[config.mk]
export PLATFORM = sky130hd
export DESIGN_NAME = stage6_weighted_avg_flat
export DESIGN_NICKNAME = d
export VERILOG_FILES = /design/src/rtl/stage6_weighted_avg_if.sv /design/src/rtl/stage6_weighted_avg.sv /design/src/flat_wrapper.sv
export SDC_FILE = /design/constraint.sdc
export NUM_CORES = 1
export LEC_CHECK = 0
export ABC_AREA = 1
export ABC_CLOCK_PERIOD_IN_PS = 2650
export BUFFER_PORTS_ARGS = -buffer_cell sky130_fd_sc_hd__buf_4
export CAP_MARGIN = 30
export CORE_AREA = 3 3 156 158
export CTS_CLUSTER_DIAMETER = 80
export CTS_CLUSTER_SIZE = 25
export DETAILED_ROUTE_END_ITERATION = 8
export DIE_AREA = 0 0 159 161
export PLACE_DENSITY = 0.58
export SYNTH_ARGS = -nofsm -noshare
export SYNTH_HDL_FRONTEND = slang
export SYNTH_SLANG_ARGS = --single-unit
[constraint.sdc]
create_clock -name clk -period 2.65 [get_ports clk]
set_clock_uncertainty 0.05 [all_clocks]
set_input_delay 0.53 -clock clk [delete_from_list [all_inputs] [get_ports clk]]
set_output_delay 0.53 -clock clk [all_outputs]
set_load 0.05 [all_outputs]
[src/rtl/stage6_weighted_avg_if.sv]
// Handshake and data bundle between stage5 and the stage6 weighted-average divider.
// Index i of c/cp carries weight c(i+1) and product cp(i+1).
interface stage6_weighted_avg_if #(
   parameter int unsigned DATA_W = 8
);
   logic [8:0][DATA_W-1:0]   c;
   logic [8:0][2*DATA_W-1:0] cp;
   logic                     in_valid;
   logic                     in_ready;
   logic [DATA_W-1:0]        avg_out;
   logic                     div_zero;
   logic                     out_valid;
   logic                     out_ready;
   logic                     busy;

   modport master (
      output c, cp, in_valid, out_ready,
      input  in_ready, avg_out, div_zero, out_valid, busy
   );

   modport slave (
      input  c, cp, in_valid, out_ready,
      output in_ready, avg_out, div_zero, out_valid, busy
   );
endinterface

[src/rtl/stage6_weighted_avg.sv]
// Final weighted-average stage: sums weights and products, then divides with a
// radix-2 restoring divider (one quotient bit per cycle) and hands the result out.
module stage6_weighted_avg #(
   parameter int unsigned DATA_W = 8,
   parameter int unsigned ROUND  = 0
) (
   input logic                  clk,
   input logic                  rst,
   stage6_weighted_avg_if.slave bus
);

   localparam int unsigned SC_W  = DATA_W + 4;
   localparam int unsigned QW    = 2 * DATA_W + 4;
   localparam int unsigned RW    = DATA_W + 5;
   localparam int unsigned RW1   = RW + 1;
   localparam int unsigned CNT_W = $clog2(QW);
   localparam logic [CNT_W-1:0] LastIter = CNT_W'(QW - 1);

   typedef enum logic [1:0] {StIdle, StDiv, StDone} state_e;

   state_e              state_q, state_d;
   logic [SC_W-1:0]     divisor_q, divisor_d;
   logic [QW-1:0]       quot_q, quot_d;
   logic [RW-1:0]       rem_q, rem_d;
   logic [CNT_W-1:0]    cnt_q, cnt_d;
   logic [DATA_W-1:0]   avg_q, avg_d;
   logic                div_zero_q, div_zero_d;

   logic [SC_W-1:0]     sum_c;
   logic [QW-1:0]       sum_cp;
   logic [QW-1:0]       dividend_in;
   logic [RW-1:0]       rem_shift;
   logic [RW1-1:0]      trial;
   logic                q_bit;
   logic [QW-1:0]       quot_next;
   logic [DATA_W-1:0]   quot_sat;

   always_comb begin
      sum_c  = '0;
      sum_cp = '0;
      for (int i = 0; i < 9; i++) begin
         sum_c  = sum_c + SC_W'(bus.c[i]);
         sum_cp = sum_cp + QW'(bus.cp[i]);
      end
      dividend_in = sum_cp + ((ROUND != 0) ? QW'(sum_c >> 1) : '0);
   end

   // Quotient bits shift into the LSB end of the dividend register as it empties.
   always_comb begin
      rem_shift = {rem_q[RW-2:0], quot_q[QW-1]};
      trial     = {1'b0, rem_shift} - RW1'(divisor_q);
      q_bit     = ~trial[RW];
      quot_next = {quot_q[QW-2:0], q_bit};
      quot_sat  = (|quot_next[QW-1:DATA_W]) ? '1 : quot_next[DATA_W-1:0];
   end

   always_comb begin
      state_d    = state_q;
      divisor_d  = divisor_q;
      quot_d     = quot_q;
      rem_d      = rem_q;
      cnt_d      = cnt_q;
      avg_d      = avg_q;
      div_zero_d = div_zero_q;
      case (state_q)
         StIdle: begin
            if (bus.in_valid) begin
               divisor_d = sum_c;
               quot_d    = dividend_in;
               rem_d     = '0;
               cnt_d     = '0;
               if (sum_c == '0) begin
                  state_d    = StDone;
                  avg_d      = '0;
                  div_zero_d = 1'b1;
               end else begin
                  state_d = StDiv;
               end
            end
         end
         StDiv: begin
            rem_d  = q_bit ? trial[RW-1:0] : rem_shift;
            quot_d = quot_next;
            cnt_d  = cnt_q + CNT_W'(1);
            if (cnt_q == LastIter) begin
               state_d    = StDone;
               avg_d      = quot_sat;
               div_zero_d = 1'b0;
            end
         end
         StDone: begin
            if (bus.out_ready) begin
               state_d = StIdle;
            end
         end
         default: state_d = StIdle;
      endcase
   end

   always_ff @(posedge clk or posedge rst) begin
      if (rst) begin
         state_q    <= StIdle;
         divisor_q  <= '0;
         quot_q     <= '0;
         rem_q      <= '0;
         cnt_q      <= '0;
         avg_q      <= '0;
         div_zero_q <= 1'b0;
      end else begin
         state_q    <= state_d;
         divisor_q  <= divisor_d;
         quot_q     <= quot_d;
         rem_q      <= rem_d;
         cnt_q      <= cnt_d;
         avg_q      <= avg_d;
         div_zero_q <= div_zero_d;
      end
   end

   assign bus.in_ready  = (state_q == StIdle);
   assign bus.out_valid = (state_q == StDone);
   assign bus.busy      = (state_q != StIdle);
   assign bus.avg_out   = avg_q;
   assign bus.div_zero  = div_zero_q;

endmodule

[src/flat_wrapper.sv]
// flat-port wrapper written by rule: the top's interface ports become plain ports
module stage6_weighted_avg_flat 
#(
   parameter int unsigned DATA_W = 8,
   parameter int unsigned ROUND  = 0
)
  (clk, rst, bus_c, bus_cp, bus_in_valid, bus_out_ready, bus_in_ready, bus_avg_out, bus_div_zero, bus_out_valid, bus_busy);
  stage6_weighted_avg_if #(.DATA_W(DATA_W)) bus_i ();
  input logic clk;
  input logic rst;
  input wire logic [$bits(bus_i.c)-1:0] bus_c;
  input wire logic [$bits(bus_i.cp)-1:0] bus_cp;
  input wire logic [$bits(bus_i.in_valid)-1:0] bus_in_valid;
  input wire logic [$bits(bus_i.out_ready)-1:0] bus_out_ready;
  output wire logic [$bits(bus_i.in_ready)-1:0] bus_in_ready;
  output wire logic [$bits(bus_i.avg_out)-1:0] bus_avg_out;
  output wire logic [$bits(bus_i.div_zero)-1:0] bus_div_zero;
  output wire logic [$bits(bus_i.out_valid)-1:0] bus_out_valid;
  output wire logic [$bits(bus_i.busy)-1:0] bus_busy;
  assign bus_i.c = bus_c;
  assign bus_i.cp = bus_cp;
  assign bus_i.in_valid = bus_in_valid;
  assign bus_i.out_ready = bus_out_ready;
  assign bus_in_ready = bus_i.in_ready;
  assign bus_avg_out = bus_i.avg_out;
  assign bus_div_zero = bus_i.div_zero;
  assign bus_out_valid = bus_i.out_valid;
  assign bus_busy = bus_i.busy;
  stage6_weighted_avg #(.DATA_W(DATA_W), .ROUND(ROUND)) u_core (.clk(clk), .rst(rst), .bus(bus_i));
endmodule
Word-level counts from Yosys, hierarchy flattened
Cells that the tools add are included.

Flip-flop bits (word level): 60. Bits in latches: 0. RAM bits: 0. Bits in read-only memories: 0. Input port bits: 220. Logic and storage cells: 63. Memories: 0.

Add/subtract/negate cells: 18. Multipliers: 0. Divide/modulo/power cells: 0. $lt $le $gt $ge: 0. Eq/ne operators: 7. Shift-type cells: 0. Mux-type cells: 21. Bitwise gates (word level): 1. Reductions and logical operators: 9.

Operators by type and width (number): adder 20 x 16 -> 20 bit (7); adder 12 x 8 -> 12 bit (7); one-hot mux 20 bit (2 select lines) (1); two-way mux 8 bit (4); two-way mux 12 bit (2); one-hot mux 12 bit (2 select lines) (1); two-way mux 20 bit (1); adder 16 x 16 -> 17 bit (1); one-hot mux 8 bit (2 select lines) (1); subtractor 13 x 12 -> 14 bit (1); logical NOT 12 bit (1); OR reduction 12 bit (1); one-hot mux 5 bit (2 select lines) (1); adder 8 x 8 -> 9 bit (1); two-way mux 2 bit (4); one-hot mux 2 bit (3 select lines) (1); adder 5 x 1 -> 5 bit (second input constant) (1); == test 5 bit (second input constant) (1); two-way mux 5 bit (1); != test 2 x 1 -> 1 bit (second input constant) (2); != test 2 bit (second input constant) (2); AND reduction 2 bit (2); AND reduction 4 bit (1); nonzero test 2 bit (2); other kinds (7) (9).

Logic depth before layout (Yosys ltp)
Gate-level depths: netlist (run 1).

Depth after elaboration: 12. Gate-level depth with buffers: 29.

Worst setup path before layout (run 1)
Ideal clock, no wire load.

Path kind: input to register. Start point: in bus_c[0]. End point: reg u_core.avg_q[4] (netlist: u_core.bus.avg_out[4]). Library setup time: 0.121 ns. Arrival time: 5.128 ns. Path slack: -2.649 ns. Stages: 28. Cells stage by stage: ha_1 > inv_1 > fa_1 > o21ai_0 > nand2_1 > nand2_1 > a21oi_1 > xor2_1 > inv_1 > fa_1 > inv_1 > fa_1 > fa_1 > fa_1 > inv_1 > ha_1 > nand2_1 > nand2_1 > a21oi_1 > nand2_1 > nand2_1 > nand2_1 > nor2_1 > nand3_2 > nand2_4 > nand2_8 > nand2_2 > nand2_1.

Cells in the longest elaborated chain, start to end: 11.

Ends and longest elaborated chain: start: declaration (RTL line flat_wrapper.sv:11) `input wire logic [$bits(bus_i.c)-1:0] bus_c;`; adder 8 x 8 -> 9 bit (RTL line stage6_weighted_avg.sv:42) `sum_c = sum_c + SC_W'(bus.c[i]);`; adder 12 x 8 -> 12 bit (7 in series) (RTL line stage6_weighted_avg.sv:42); logical NOT 12 bit (RTL line stage6_weighted_avg.sv:72) `if (sum_c == '0) begin`; != test 2 x 1 -> 1 bit (no line); AND reduction 4 bit (no line); end signal: assignment (RTL line stage6_weighted_avg.sv:115) `avg_q <= avg_d;`; end: declaration (RTL line stage6_weighted_avg.sv:26) `logic [DATA_W-1:0] avg_q, avg_d;`.

No other way between the ends. A chain may end at the register's enable or synchronous reset.

Final worst setup path (run 1)
Start point: in bus_c[10]. End point: reg u_core.avg_q[3] (netlist: u_core.bus.avg_out[3]).

The elaborated chain is that of the path after synthesis.

==> results of run 1 <==
area by class of cell:
class / instances / area, um^2 / share of cell area
Clock buffer: 11 / 252.7 / 0.01826
Clock inverter: 5 / 60.06 / 0.004340
Inverter: 298 / 1122 / 0.08110
Multi-Input combinational cell: 739 / 7785 / 0.5626
Sequential cell: 60 / 1501 / 0.1085
Tap cell: 319 / 399.1 / 0.02884
Timing Repair Buffer: 346 / 2718 / 0.1964
Yosys cell counts (2+ instances only):
cell type  instances
inv_1            292
nand2_1          193
fa_1             145
ha_1              71
dfrtp_1           60
a21oi_1           57
nand3_1           53
o21ai_0           42
nor2_1            38
xor2_1            20
xnor2_1           14
a22oi_1           11
nand2_2           11
o21ai_1           11
nand4_1            9
a21oi_2            6
buf_2              6
inv_2              5
nand3_2            5
nor4_1             4
o21ai_2            4
o21bai_1           4
o22ai_1            4
clkbuf_1           3
nand3b_1           3
o211ai_2           3
or2_1              3
a21boi_0           2
a21boi_1           2
a21o_1             2
a31oi_1            2
buf_1              2
nand2_4            2
nor2_2             2
nor3_1             2
nor3_2             2
o211ai_1           2
routing by layer:
metal,global-route usage,vias to the layer above
met3,0.02513,15
met2,0.3173,143
met5,0,-
met1,0.2384,3865
li1,-,4083
met4,0.03183,0
metrics by stage:
step | setup WS [ns] | instance area (um^2) | hold slack [ns] | utilization
after floorplan | -2.226 | 9736 | 0.3989 | -
after global placement | -2.650 | 12430 | 0.4189 | 0.5342
after detailed placement | -2.698 | 12430 | 0.4209 | 0.5342
after CTS | -2.262 | 13400 | 0.1845 | 0.5762
after global routing | -2.474 | 13840 | 0.2163 | 0.5949
final | -2.241 | 13840 | 0.1762 | 0.5949
flip-flops by register name, summed over array words and instances, names as in the netlist:
name                 flops
u_core.state_q           2
u_core.bus.avg_out       8
u_core.divisor_q        12
u_core.cnt_q             5
u_core.rem_q            12
u_core.bus.div_zero      1
u_core.quot_q           20
cell families after synthesis:
family,synth area share
muxes,0.001087
and+or+nand+nor,0.1603
DFF,0.1630
xor gates and xnor gates,0.03233
AOI/OAI and AO/OA,0.1016
adders and majority gates,0.4116
buffers and inverters,0.1301
worst paths after layout:
kind | endpoint | cells past startpoint
min in group clk | u_core.state_q[1] | 2
min reg2reg | u_core.bus.avg_out[3] | 2
max in group asynchronous | u_core.quot_q[11] | 3
max reg2reg | u_core.rem_q[6] | 10
max | u_core.bus.avg_out[3] | 27
min | u_core.bus.avg_out[3] | 2
timing repair:
item                                    4_1_cts  5_1_grt
buffers inserted                             18       21
endpoints found under the setup margin       41       41
gates resized for setup                     128       90
pin swaps                                   131       87
gates cloned                                  1        0
endpoints found under the hold margin         0        0
==> results.txt, run 1 <==
----------------------------------------------------
[Setup path]
  Cell with the largest stage delay on the worst path ... fa_1
  Critical path buffers and inverters ... 6
  Flop-to-flop setup slack ... 0.49 ns
  Beginning of the critical path ... bus_c[10]
  Endpoint arrival time on the critical path ... 5.06 ns
  Kind of end point of the critical path ... flop
  Kind of cell with the highest combined delay on the critical path ... adder cells
  Max stage delay on crit path ... 0.53 ns
  Maximum net fanout on the critical path ... 7
  Dominant cell type by count on the critical path ... nand2_1
  Startpoint types ... input port
  Required time worst endpoint ... 2.82 ns
  Type of the setup path with the least slack ... input port to flop
  R2r startpoint ... u_core.rem_q[5]

[GRT]
  Antenna violations before repair ... 0
  Total routing usage reported by global routing ... 0.1792
  Overflow after GRT ... 0
  Maximum number of pins on one net before global-route repair ... 31
  Vias in the first global route ... 8613
  First-pass GRT wire length ... 38790 um

[Logic synthesis]
  Share of the synthesized area in the top cell type ... 0.3151
  Number of distinct standard cells referenced by the synthesized netlist ... 49
  Cell type contributing the most total cell area after synthesis ... fa_1
  Sequential share of the synthesized area ... 0.1630
  Number of synthesized register bits ... 60
  Number of synthesis warnings ... 0
  Main area contributors after synthesis ... fa_1 32%, dfrtp_1 16%, inv_1 12%
  Synthesized instance count ... 1109
  Commonest register cell after synthesis ... dfrtp_1
  Syn nets ... 1545
  Share of flip-flops with an asynchronous set or reset after synthesis ... 1.000
  Post-synth design cell area ... 9211 um^2
  Synthesized area divided by synthesized cell count ... 8.306 um^2
  Number of enable flip-flop cells after synthesis ... 0

[Routing]
  Drt wl/cell ... 12.69 um
  TritonRoute pass-1 iters ... 4
  Met2 wire length ... approximately 12000 um
  Remaining routing DRC violations ... 0
  Drt first-iter violations ... 171
  Final ANT Viol Nets ... 0
  Wire length on met3 ... 804 um
  Number of vias in the routed layout ... 8106
  Highest metal used ... met4
  Wire length on met1 ... 10020 um
  Via/cell ratio ... 4.559
  Total wire length ... 22560 um

[Timing]
  Setup TNS ... -77.80 ns
  Max-slew headroom at the worst pin ... 0.6816
  Setup Viol. Count Final ... 41
  Number of hold violations in the final report ... 0
  Number of max-slew violations in the final report ... 0
  Clock period minus final worst setup slack ... 4.891 ns
  Worst Max-Slew Pin Slew ... 0.4769 ns
  Final Cycle Share ... 1.846
  RSZ-0062 raised after global routing ... yes
  Max Fclk ... 204.5 MHz
  Worst setup slack after layout ... -2.241 ns

[Layout]
  Number of cells in the finished layout apart from fillers ... 1778
  Count of fill cells added during filler insertion ... between 2000 and 2500
  Net count reported at finish ... 1890
  Antenna cell count ... 0
  Most common cell after layout, fill and taps aside ... buf_4
  Commonest cells after routing, fill and taps aside ... 315 x buf_4, 258 x inv_1, 148 x nand2_1, 129 x fa_1, 60 x dfrtp_1
  Area growth from synthesis to final layout ... 50.23%
  Layout cells sized above 1 ... 0.4373

[CTS]
  Maximum clock insertion buffer count ... 2
  Clock Latency Late Sink ... 0.33 ns
  Clock-pin slew on the worst setup and hold paths ... 0.05 ns
  CTS tree ... yes
  Clock buffer count from CTS ... 9
  H-tree levels ... 3
  Number of buffers inserted for hold repair after clock tree synthesis ... 0
  Root Buffer ... clkbuf_16
  CTS Sinks ... 60

[Place]
  Dpl cells ... 1731
  # port buffers ... 231
  Placed wire-length estimate after detailed placement ... 18790 um
  RD Place Congestion ... 0.8728

[Floorplanning]
  Die width ... 159 um
  Core region area ... between 20000 and 25000 um^2
  Area of the die ... 25600 um^2
  Die extent in y ... between 150 and 200 um
  Std cell rows ... 56
  Effective utilization at floorplan ... 0.3960
  Io pins ... 232

[Min path]
  Class of the worst hold path ... input port to asynchronous set/reset pin

[Run status]
  Outcome ... finished, violations left
  Violations in the final reports ... setup timing

[Job]
  Max-cap viol count ... 0

----------------------------------------------------
Power of run 1 is not shown: default switching activity piles up to over one toggle a cycle in this logic, so the estimate is an artifact.
==> inputs of run 2 (changes only) <==
--- a/config.mk
+++ b/config.mk
@@ -9,11 +9,11 @@
 export ABC_CLOCK_PERIOD_IN_PS = 2650
 export BUFFER_PORTS_ARGS = -buffer_cell sky130_fd_sc_hd__buf_4
 export CAP_MARGIN = 30
-export CORE_AREA = 3 3 156 158
+export CORE_AREA = 3 3 219 114
 export CTS_CLUSTER_DIAMETER = 80
 export CTS_CLUSTER_SIZE = 25
 export DETAILED_ROUTE_END_ITERATION = 8
-export DIE_AREA = 0 0 159 161
+export DIE_AREA = 0 0 222 117
 export PLACE_DENSITY = 0.58
 export SYNTH_ARGS = -nofsm -noshare
 export SYNTH_HDL_FRONTEND = slang
==> results.txt, run 2 (same netlist as run 1, synthesis figures left out) <==
----------------------------------------------------
[Setup path]
  Max stage delay on crit path ... 0.53 ns
  Kind of end point of the critical path ... flop
  Kind of cell with the highest combined delay on the critical path ... adder cells
  R2r startpoint ... u_core.state_q[0]
  Flop-to-flop setup slack ... 0.42 ns
  Critical path buffers and inverters ... 6
  Dominant cell type by count on the critical path ... nand2_1
  Endpoint arrival time on the critical path ... 5.11 ns
  Cell with the largest stage delay on the worst path ... fa_2
  Terminus of the critical flop-to-flop path ... u_core.state_q[1]
  Maximum net fanout on the critical path ... 7
  Startpoint types ... input port
  R2R cell count ... 8
  Path length in cells of the critical path ... 28
  Type of the setup path with the least slack ... input port to flop
  Required time worst endpoint ... around 2.8 ns

[Timing]
  Worst Max-Slew Pin Slew ... between 0.6 and 0.7 ns
  RSZ-0062 raised after global routing ... yes
  Worst setup slack after layout ... -2.291 ns
  Number of hold violations in the final report ... 0
  Setup Viol. Count Final ... 41
  Max Fclk ... around 200 MHz
  Clock period minus final worst setup slack ... 4.941 ns
  Final Cycle Share ... 1.865
  Number of max-slew violations in the final report ... 0
  Max-slew headroom at the worst pin ... 0.5612

[Floorplanning]
  Io pins ... 232
  Die extent in y ... between 100 and 150 um
  Die width ... 222 um
  Core region area ... approximately 23000 um^2
  Effective utilization at floorplan ... 0.4025
  Area of the die ... 25970 um^2
  Std cell rows ... 39

[Layout]
  Antenna cell count ... 0
  Largest registers in the final layout ... u_core.quot_q (20), u_core.divisor_q (12), u_core.rem_q (12)
  Max reg flops ... 20
  Sequential cell area in the final layout ... ~1500 um^2
  Post-layout instance area ... 13810 um^2
  Layout cells sized above 1 ... 0.4333
  Net count reported at finish ... between 1500 and 2000
  Area growth from synthesis to final layout ... 49.96%
  Most common cell after layout, fill and taps aside ... buf_4
  Commonest cells after routing, fill and taps aside ... 316 x buf_4, 263 x inv_1, 146 x nand2_1, 131 x fa_1, 60 x dfrtp_1
  Combined area of the multi-input logic cells ... 7821 um^2
  Largest register by flop count ... u_core.quot_q
  Number of cells in the finished layout apart from fillers ... 1761
  Count of fill cells added during filler insertion ... 2028

[Place]
  Placed wire-length estimate after detailed placement ... 19230 um
  Dpl cells ... about 1700
  Instance area at placement ... about 12000 um^2
  DP Worst Slack ... -2.736 ns
  # port buffers ... 231
  RD Place Congestion ... 0.8902

[GRT]
  Vias in the first global route ... 8669
  Maximum number of pins on one net before global-route repair ... 36
  Antenna violations before repair ... 0
  First-pass GRT wire length ... roughly 39000 um
  Total routing usage reported by global routing ... 0.1806
  Overflow after GRT ... 0

[CTS]
  H-tree levels ... 3
  Clock buffer count from CTS ... 9
  Maximum clock insertion buffer count ... 2
  Clock-pin slew on the worst setup and hold paths ... 0.05 ns
  Number of buffers inserted for hold repair after clock tree synthesis ... 0
  Root Buffer ... clkbuf_16
  CTS Sinks ... 60
  CTS tree ... yes
  Clock Latency Late Sink ... 0.33 ns

[Routing]
  TritonRoute pass-1 iters ... 4
  Number of vias in the routed layout ... roughly 8000
  Drt first-iter violations ... 319
  Via/cell ratio ... 4.631
  Final ANT Viol Nets ... 0
  Drt wl/cell ... approximately 13 um
  Total wire length ... 23150 um
  Remaining routing DRC violations ... 0

[Run status]
  Violations in the final reports ... setup timing
  Outcome ... finished, violations left

[Job]
  Max-cap viol count ... 0

[Min path]
  Class of the worst hold path ... input port to asynchronous set/reset pin

----------------------------------------------------
==> run 2: changes by cell type in the layout (fill, tap and decap cells not counted), moves of 3 or more <==
cell,before,now
o21ai_1,24,18
inv_1,258,263
o21ai_2,15,19
o21ai_0,13,16
inv_2,38,34
buf_6,30,23
==> run 2: worst max-delay path by stage <==
stage	startpoint	to	slack, ns
finish	bus_c[0]	u_core.bus.avg_out[7]	-2.29
global route	bus_c[0]	u_core.bus.avg_out[7]	-2.54
CTS	bus_c[0]	u_core.bus.avg_out[7]	-2.31
detailed placement	bus_c[0]	u_core.bus.avg_out[1]	-2.74
global placement	bus_c[0]	u_core.bus.avg_out[5]	-2.67
floorplan	bus_c[0]	u_core.bus.avg_out[4]	-2.23
==> run 2: cell type report <==
| class | count | share of cell area |
|---|---|---|
| multi-input combinational | 739 | 0.5662 |
| timing repair buffer | 341 | 0.1927 |
| sequential | 60 | 0.1087 |
| inverter | 298 | 0.08107 |
| tap | 307 | 0.02781 |
| clock buffer | 10 | 0.01730 |
| clock inverter | 6 | 0.006250 |
==> run 2: worst register-to-register path, delay by kind of cell, from the launching register on <==
| kind | cells | cell delay [ns] |
|---|---|---|
| compound gates | 2 | 0.24 |
| buf+inv | 3 | 1.03 |
| flops | 1 | 0.38 |
| simple gates | 3 | 0.42 |
==> run 2: through the flow <==
| stage | TNS (ns) | hold WS, ns | util |
|---|---|---|---|
| final | -78.78 | 0.1921 | 0.6036 |
| after global routing | -86.40 | 0.2213 | 0.6036 |
| after CTS | -79.36 | 0.1984 | 0.5792 |
| after detailed placement | -94.54 | 0.4215 | 0.5420 |
| after global placement | -93.20 | 0.4184 | 0.5420 |
| after floorplan | -74.92 | 0.3989 | - |
==> run 2: what timing repair did <==
item | in CTS | in global routing
endpoints found under the hold margin | 0 | 0
endpoints found under the setup margin | 41 | 41
gates cloned | 1 | 0
pin swaps | 70 | 101
buffers inserted | 18 | 14
gates resized for setup | 94 | 116
==> run 2: metal layers <==
layer  vias to the layer above  share of wire  GRT usage
met5                         -              0          0
met4                         0         0.0065    0.02852
met3                        12          0.047    0.02816
met2                       160           0.50     0.3302
met1                      3912           0.45     0.2348
li1                       4072              -          -
Power of run 2 is left out for the same reason.
==> inputs of run 3 (changes only) <==
--- a/config.mk
+++ b/config.mk
@@ -9,12 +9,15 @@
 export ABC_CLOCK_PERIOD_IN_PS = 2650
 export BUFFER_PORTS_ARGS = -buffer_cell sky130_fd_sc_hd__buf_4
 export CAP_MARGIN = 30
+export CELL_PAD_IN_SITES_DETAIL_PLACEMENT = 1
+export CELL_PAD_IN_SITES_GLOBAL_PLACEMENT = 1
 export CORE_AREA = 3 3 219 114
 export CTS_CLUSTER_DIAMETER = 80
 export CTS_CLUSTER_SIZE = 25
 export DETAILED_ROUTE_END_ITERATION = 8
 export DIE_AREA = 0 0 222 117
-export PLACE_DENSITY = 0.58
+export MAX_ROUTING_LAYER = met4
+export PLACE_DENSITY = 0.77
 export SYNTH_ARGS = -nofsm -noshare
 export SYNTH_HDL_FRONTEND = slang
 export SYNTH_SLANG_ARGS = --single-unit
==> results.txt, run 3 (same netlist as run 1, synthesis figures left out) <==
----------------------------------------------------
[Timing]
  RSZ-0062 raised after global routing ... yes
  Worst setup slack after layout ... -2.685 ns
  Max Fclk ... around 190 MHz
  Number of max-slew violations in the final report ... 0
  Number of hold violations in the final report ... 0
  Clock period minus final worst setup slack ... 5.335 ns
  Setup Viol. Count Final ... 41
  Final Cycle Share ... 2.013
  Worst Max-Slew Pin Slew ... 0.5667 ns
  Max-slew headroom at the worst pin ... 0.6216
  Hold slack final ... 0.2001 ns
  Setup TNS ... -86.80 ns

[CTS]
  H-tree levels ... 3
  Clock Latency Late Sink ... 0.34 ns
  CTS Sinks ... 60
  Clock-pin slew on the worst setup and hold paths ... 0.06 ns
  CTS tree ... yes
  Maximum clock insertion buffer count ... 2
  Number of buffers inserted for hold repair after clock tree synthesis ... 0
  Clock buffer count from CTS ... 9
  Root Buffer ... clkbuf_16

[GRT]
  Antenna violations before repair ... 0
  Maximum number of pins on one net before global-route repair ... 31
  First-pass GRT wire length ... 51000 um
  Vias in the first global route ... 10370
  Total routing usage reported by global routing ... 0.2517
  Overflow after GRT ... 0

[Min path]
  Class of the worst hold path ... input port to asynchronous set/reset pin

[Setup path]
  Maximum net fanout on the critical path ... 3
  Required time worst endpoint ... about 2.8 ns
  R2r startpoint ... u_core.state_q[0]
  Cell-by-cell trace of the critical path ... buf_4, ha_4, a21oi_4, o21ai_2, nand2_1, nand4_1, buf_4, nand3_2, nand3_2, xor2_2, fa_1, inv_2, fa_1, fa_1, fa_1, inv_2, ha_4, nand4_1, nor3_2, nand3_2, nand2_2, a21oi_2, o21ai_1, nand2_1
  Kind of end point of the critical path ... flop
  Dominant cell type by count on the critical path ... fa_1
  Type of the setup path with the least slack ... input port to flop
  Max stage delay on crit path ... ~0.56 ns
  Startpoint types ... input port
  Endpoint arrival time on the critical path ... approximately 5.5 ns
  Beginning of the critical path ... bus_cp[6]
  Cell with the largest stage delay on the worst path ... fa_1

[Place]
  Placed wire-length estimate after detailed placement ... ~24000 um
  DP Worst Slack ... -2.784 ns
  # port buffers ... 231
  RD Place Congestion ... between 0.8 and 0.9

[Floorplanning]
  Std cell rows ... 39
  Die extent in y ... 117 um
  Core region area ... approximately 23000 um^2
  Io pins ... 232
  Area of the die ... 25970 um^2
  Effective utilization at floorplan ... 0.4025
  Die width ... around 220 um

[Layout]
  Commonest cells after routing, fill and taps aside ... 316 x buf_4, 255 x inv_1, 133 x nand2_1, 129 x fa_1, 60 x dfrtp_1
  Final design utilization ... 0.6232
  Largest register by flop count ... u_core.quot_q
  Antenna cell count ... 0
  Largest registers in the final layout ... u_core.quot_q (20), u_core.divisor_q (12), u_core.rem_q (12)
  Most common cell after layout, fill and taps aside ... buf_4
  Net count reported at finish ... 1904
  Max reg flops ... 20
  Area growth from synthesis to final layout ... 54.84%
  Count of fill cells added during filler insertion ... 2583
  Layout cells sized above 1 ... 0.4678

[Routing]
  Final ANT Viol Nets ... 0
  Number of vias in the routed layout ... 9139
  Drt wl/cell ... 21.14 um
  Total wire length ... 37640 um
  Drt first-iter violations ... 376
  Via/cell ratio ... ~5.1
  TritonRoute pass-1 iters ... 5
  Remaining routing DRC violations ... 0

[Job]
  Max-cap viol count ... 0

[Run status]
  Outcome ... finished, violations left
  Violations in the final reports ... setup timing

----------------------------------------------------
[run 3: through the flow]
step                      instances  instance area (um^2)
after floorplan                1109                  9736
after global placement         1714                 12370
after detailed placement       1714                 12370
after CTS                      1762                 13560
after global routing           1780                 14260
final                          1780                 14260
[run 3: what timing repair did]
action,4_1_cts,5_1_grt
pin swaps,127,117
setup endpoints to repair,41,41
cloned,1,0
buffers inserted,34,33
gates resized for setup,150,143
[run 3: path summary, 6_finish.rpt]
kind                                          to  slack [ns]  depth (start not counted)
max                            u_core.quot_q[18]       -2.68                         24
min                        u_core.bus.avg_out[1]        0.20                          2
max reg2reg                    u_core.quot_q[19]        0.22                          9
min reg2reg                  u_core.divisor_q[8]        0.43                          2
max in group asynchronous      u_core.quot_q[18]        1.62                          3
min in group clk               u_core.state_q[1]        0.31                          2
[run 3: critical path, delay by kind of cell]
family,cells,cell delay (ns)
and+or+nand+nor,9,1.24
xor gates and xnor gates,1,0.19
adders and majority gates,6,2.62
AOI/OAI and AO/OA,4,0.43
buffers and inverters,4,0.45
[run 3: layout make-up]
class | count | area (um^2) | share of cell area
Multi-Input combinational cell | 739 | 8040 | 0.5637
Timing Repair Buffer | 360 | 2905 | 0.2037
Sequential cell | 60 | 1501 | 0.1053
Inverter | 298 | 1127 | 0.07904
Tap cell | 307 | 384.1 | 0.02693
Clock buffer | 12 | 256.5 | 0.01798
Clock inverter | 4 | 47.55 | 0.003334
[run 3: metal layers]
| layer | global-route usage | routed length, um | vias to the layer above |
|---|---|---|---|
| li1 | - | - | 4114 |
| met5 | - | 0 | - |
| met4 | 0.05492 | 1333 | 0 |
| met3 | 0.03090 | 1696 | 103 |
| met2 | 0.4889 | 20610 | 324 |
| met1 | 0.2827 | 14000 | 4598 |
Power of run 3 is left out for the same reason.
